## src/rtl/alarm_sequencer.sv

```systemverilog
// Alarm ring sequencer: detects the alarm minute, rings with an on/off beep cadence,
// and handles stop, limited snooze and an automatic ring timeout.
module alarm_sequencer #(
  parameter int unsigned CLK_FREQ       = 50_000_000,
  parameter int unsigned BEEP_ON_MS     = 500,
  parameter int unsigned BEEP_OFF_MS    = 500,
  parameter int unsigned RING_TIMEOUT_S = 60,
  parameter int unsigned SNOOZE_S       = 300,
  parameter int unsigned MAX_SNOOZES    = 3,
  localparam int unsigned SnzW = (MAX_SNOOZES > 0) ? $clog2(MAX_SNOOZES + 1) : 1
) (
  input  logic            clk,
  input  logic            reset_n,
  input  logic [4:0]      cur_hour,
  input  logic [5:0]      cur_min,
  input  logic [5:0]      cur_sec,
  input  logic [4:0]      alarm_hour,
  input  logic [5:0]      alarm_min,
  input  logic            alarm_enable,
  input  logic            stop_pulse,
  input  logic            snooze_pulse,
  output logic            alarm_trigger,
  output logic            ringing,
  output logic            snoozing,
  output logic [SnzW-1:0] snooze_count
);

  localparam int unsigned OnCyc  = CLK_FREQ / 1000 * BEEP_ON_MS;
  localparam int unsigned PerCyc = CLK_FREQ / 1000 * (BEEP_ON_MS + BEEP_OFF_MS);
  localparam int unsigned SecMax = (RING_TIMEOUT_S > SNOOZE_S) ? RING_TIMEOUT_S : SNOOZE_S;
  localparam int unsigned TickW  = $clog2(CLK_FREQ);
  localparam int unsigned BeepW  = $clog2(PerCyc + 1);
  localparam int unsigned SecW   = $clog2(SecMax + 1);

  localparam logic [TickW-1:0] TickLast = TickW'(CLK_FREQ - 1);
  localparam logic [BeepW-1:0] BeepLast = BeepW'(PerCyc - 1);
  localparam logic [BeepW-1:0] OnLim    = BeepW'(OnCyc);
  localparam logic [SecW-1:0]  RingSecs = SecW'(RING_TIMEOUT_S);
  localparam logic [SecW-1:0]  SnzSecs  = SecW'(SNOOZE_S);
  localparam logic [SnzW-1:0]  SnzMax   = SnzW'(MAX_SNOOZES);

  typedef enum logic [1:0] {StIdle, StRinging, StSnooze} state_e;

  state_e           state_q, state_d;
  logic             match, match_q, fire;
  logic [TickW-1:0] tick_q, tick_d;
  logic [BeepW-1:0] beep_q, beep_d;
  logic [SecW-1:0]  sec_q, sec_d, sec_inc;
  logic [SnzW-1:0]  snz_q, snz_d;
  logic             sec_tick, snooze_ok, ring_done, snz_done;

  assign match     = (cur_hour == alarm_hour) && (cur_min == alarm_min) && (cur_sec == 6'd0);
  assign fire      = match && !match_q;
  assign sec_tick  = (tick_q == TickLast);
  assign sec_inc   = sec_q + SecW'(1);
  // Expiry fires on the edge that would complete the final second.
  assign ring_done = sec_tick && (sec_inc == RingSecs);
  assign snz_done  = sec_tick && (sec_inc == SnzSecs);
  assign snooze_ok = snooze_pulse && (snz_q < SnzMax);

  always_ff @(posedge clk or negedge reset_n) begin
    if (!reset_n) begin
      state_q <= StIdle;
      match_q <= 1'b1;  // no fire when reset is released inside the match second
    end else begin
      state_q <= state_d;
      match_q <= match;
    end
  end

  always_comb begin
    state_d = state_q;
    unique case (state_q)
      StIdle: begin
        if (fire && alarm_enable) state_d = StRinging;
      end
      StRinging: begin
        if (!alarm_enable || stop_pulse) state_d = StIdle;
        else if (snooze_ok)              state_d = StSnooze;
        else if (ring_done)              state_d = StIdle;
      end
      StSnooze: begin
        if (!alarm_enable || stop_pulse) state_d = StIdle;
        else if (snz_done)               state_d = StRinging;
      end
      default: state_d = StIdle;
    endcase
  end

  always_comb begin
    tick_d = '0;
    beep_d = '0;
    sec_d  = '0;
    snz_d  = snz_q;
    if (state_d == StIdle) begin
      snz_d = '0;
    end else if (state_q == StRinging && state_d == StSnooze) begin
      snz_d = snz_q + SnzW'(1);
    end
    if (state_d == state_q && state_q != StIdle) begin
      tick_d = sec_tick ? '0 : tick_q + TickW'(1);
      sec_d  = sec_tick ? sec_inc : sec_q;
      if (state_q == StRinging) begin
        beep_d = (beep_q == BeepLast) ? '0 : beep_q + BeepW'(1);
      end
    end
  end

  always_ff @(posedge clk or negedge reset_n) begin
    if (!reset_n) begin
      tick_q <= '0;
      beep_q <= '0;
      sec_q  <= '0;
      snz_q  <= '0;
    end else begin
      tick_q <= tick_d;
      beep_q <= beep_d;
      sec_q  <= sec_d;
      snz_q  <= snz_d;
    end
  end

  always_comb begin
    alarm_trigger = (state_q == StRinging) && (beep_q < OnLim);
    ringing       = (state_q == StRinging);
    snoozing      = (state_q == StSnooze);
    snooze_count  = snz_q;
  end

endmodule

```

## config.mk

```make
export PLATFORM = sky130hd
export DESIGN_NAME = alarm_sequencer
export DESIGN_NICKNAME = d
export VERILOG_FILES = /design/src/rtl/alarm_sequencer.sv
export SDC_FILE = /design/constraint.sdc
export NUM_CORES = 1
export LEC_CHECK = 0
export BUFFER_PORTS_ARGS = -buffer_cell sky130_fd_sc_hd__buf_4
export CAP_MARGIN = 0
export CORE_UTILIZATION = 40
export CTS_CLUSTER_SIZE = 40
export DETAILED_ROUTE_END_ITERATION = 10
export GPL_ROUTABILITY_DRIVEN = 0
export MAX_ROUTING_LAYER = met4
export PLACE_DENSITY_LB_ADDON = 0.2
export SLEW_MARGIN = 40
export SYNTH_ARGS = -nofsm -noshare
export SYNTH_HDL_FRONTEND = slang
export SYNTH_SLANG_ARGS = --single-unit
```

## constraint.sdc

```tcl
create_clock -name clk -period 2.4 [get_ports clk]
set_input_delay 0.36 -clock clk [delete_from_list [all_inputs] [get_ports clk]]
set_output_delay 0.36 -clock clk [all_outputs]
set_load 0.02 [all_outputs]
```

==> metrics.cfg <==
[status]
outcome=finished, violations left
violations=design-rule violations, negative hold slack, negative setup slack

[timing]
max_freq_mhz=400
hold_slack_ns=-0.0274
period_share_pct=104
worst_slack_ns=-0.0997
rsz0062_at_grt=yes
hold_violations=8
timing_worst_slew_pin_value_ns=0.598
fin_worst_skew_ns=0.0137
finalSetupViolCount=26
slew_viol_final=0
post-route-min-period_ns=2.50
slew_headroom_pct=60.1

[cts]
holdBufCountCts=0
clkTransAtPathRegs_ns=0.08
clockRootBuffer=clkbuf_8
clock_path_buffers=2
cts_inserted_buffers=9
cts.sinks=66
cts_max_level=3
cts_tree=yes
clk-insertion-delay-late_ns=0.35

[cells_and_area]
diodes=0
final_cell_mix=dfrtp_1, nor2_1, buf_4
nNetsFinal=497
layout-drive-gt1-share_pct=24.4
final_common_cell=dfrtp_1
syn_to_final_growth_pct=26.3

[place]
place_ws_ns=0.0106
hpwl_um=5350
port_buffers=37

[synth]
synth_nets=438
ys_seq_area_share_pct=45.1
netlist_instances=400
syn_avg_cell_area_sq_um=9.16
syn_area_sq_um=3660
synth_edf_count=0
ys.flop_type=dfrtp_1
async_flop_share_pct=100
synth-seq-cells=66
yosys_warnings=0
synth_cell_types=47

[worst_setup_path]
crit_buf_inv=1
cpMaxStageDelayCell=or4b_1
max_stage_delay_ns=0.51
cp_top_family=simple AND/OR/NAND/NOR gates
setup.worst_path.end_class=flop
crit_chain=or4b_1 > or4_4 > nor4_4 > nand4_1 > nand3_4 > clkbuf_16 > nor2_4
crit_arrival_ns=2.72
cp-start-kind=flop
cp.required_ns=2.62
crit_type=reg -> reg
critPathMaxFanout=6

[drt]
drtIter0Drc=64
drc_errors=2
routed_via_density=5.14
dr.pass1.iters=7
vias=2942
ant_nets=0
routedWlPerCell_um=13.7
routed_wl_um=7820

[global_routing]
globalRouteTotalUtil_pct=18.2
grt_pass1_vias=2980
overflow=0
grt_max_degree=67
antenna_found_initial=0
grt_pass1_wl_um=13700

[power]
total_power_w=0.00210
vdd_drop_max_mv=0.296
cellPowerDensity_nw_per_um2=453
leakagePower_nw=1.81

[floorplan]
std_cell_rows=34
die_y_um=97.7
die_w_um=97.7
ios=38
initial_core_util_pct=41.6
die_area_sq_um=9550
fp.coreArea_sq_um=8810

[run]
maxCapViolations=0

[hold_path]
hp-class=in -> async

final timing paths:
check                               startpoint  slack (ns)                    to  cells after the start
max                        tick_q[8]$_DFF_PN0_        -0.1  beep_q[17]$_DFF_PN0_                      7
min reg2reg                tick_q[0]$_DFF_PN0_        0.50   tick_q[0]$_DFF_PN0_                      1
max in group asynchronous              reset_n        1.97  sec_q[8]$_DFFE_PN0P_                      1
max reg2reg                tick_q[8]$_DFF_PN0_        -0.1  beep_q[17]$_DFF_PN0_                      7
min                                    reset_n       -0.03  beep_q[22]$_DFF_PN0_                      1
min in group clk                    cur_sec[4]        0.26     match_q$_DFF_PN1_                      4
cell type report:
class | count | area (sq um)
well taps | 108 | 135
clock buffers | 11 | 131
repair buffers | 58 | 507
flip-flops and latches | 66 | 1650
inverters | 7 | 26.3
multi-input cells | 317 | 2120
fillers | 823 | 4180
clock inverters | 5 | 55.1
per-stage QoR:
step	setup TNS, ns	hold WS (ns)	area [sq um]	cells	utilization, %
final	-1.83	-0.0274	4630	572	52.6
after global routing	-4.13	0.0252	4630	572	52.6
after CTS	-0.105	0.118	4370	568	49.6
after detailed placement	0	0.489	4160	550	47.3
after global placement	0	0.475	4160	550	47.3
after floorplan	-0.0133	0.0644	3670	400	-
cells in the mapped netlist, types with 7 or more instances:
| master | instances | share of area, % |
|---|---|---|
| nor2_1 | 81 | 8.3 |
| dfrtp_1 | 65 | 44 |
| nand2_1 | 36 | 3.7 |
| xnor2_1 | 36 | 8.6 |
| xor2_1 | 31 | 7.4 |
| nand3_1 | 25 | 3.4 |
| nand4_1 | 17 | 2.9 |
| and3_1 | 11 | 1.9 |
| nor3_1 | 10 | 1.4 |
| inv_1 | 7 | 0.72 |
| o21ai_0 | 7 | 0.96 |
where the power goes:
group           switching, W  internal, W  total [W]
Combinational      0.0000385    0.0000474  0.0000859
Sequential     0.00000000189      0.00111    0.00111
Clock               0.000421     0.000477   0.000898
Total               0.000460      0.00164    0.00210
kinds of logic after synthesis:
kind of cell	share of synthesized area, %
AND/OR/NAND/NOR	30.7
AO/OA/AOI/OAI	4.00
XOR/XNOR	16.0
flip-flops	45.1
adder cells (fa/ha/maj)	1.71
buffers and inverters	2.42
registers in the layout, indices dropped and copies added, names as in the netlist:
signal        flops
tick_q           26
state_q           2
match_q           1
snooze_count      2
sec_q             9
beep_q           26
metal layers:
metal	part of all wire, %	vias up	GRT usage [%]
met5	0	-	-
met4	1.4	0	6.06
met3	2.6	12	4.53
met2	51	30	30.4
met1	45	1418	21.5
li1	-	1482	-
worst register-to-register path, cell delays in order, from the launching register on:
cell and delay, ns:
dfrtp_1 0.38, or4b_1 0.51, or4_4 0.45, nor4_4 0.24, nand4_1 0.30, nand3_4 0.27, clkbuf_16 0.21, nor2_4 0.03
repair_timing:
action | CTS | global route
resized for setup | 2 | 51
setup endpoints to repair | 2 | 31
cloned | 0 | 3
pin swaps | 2 | 23
setup buffers | 2 | 1
(Power assumes the default switching activity.)
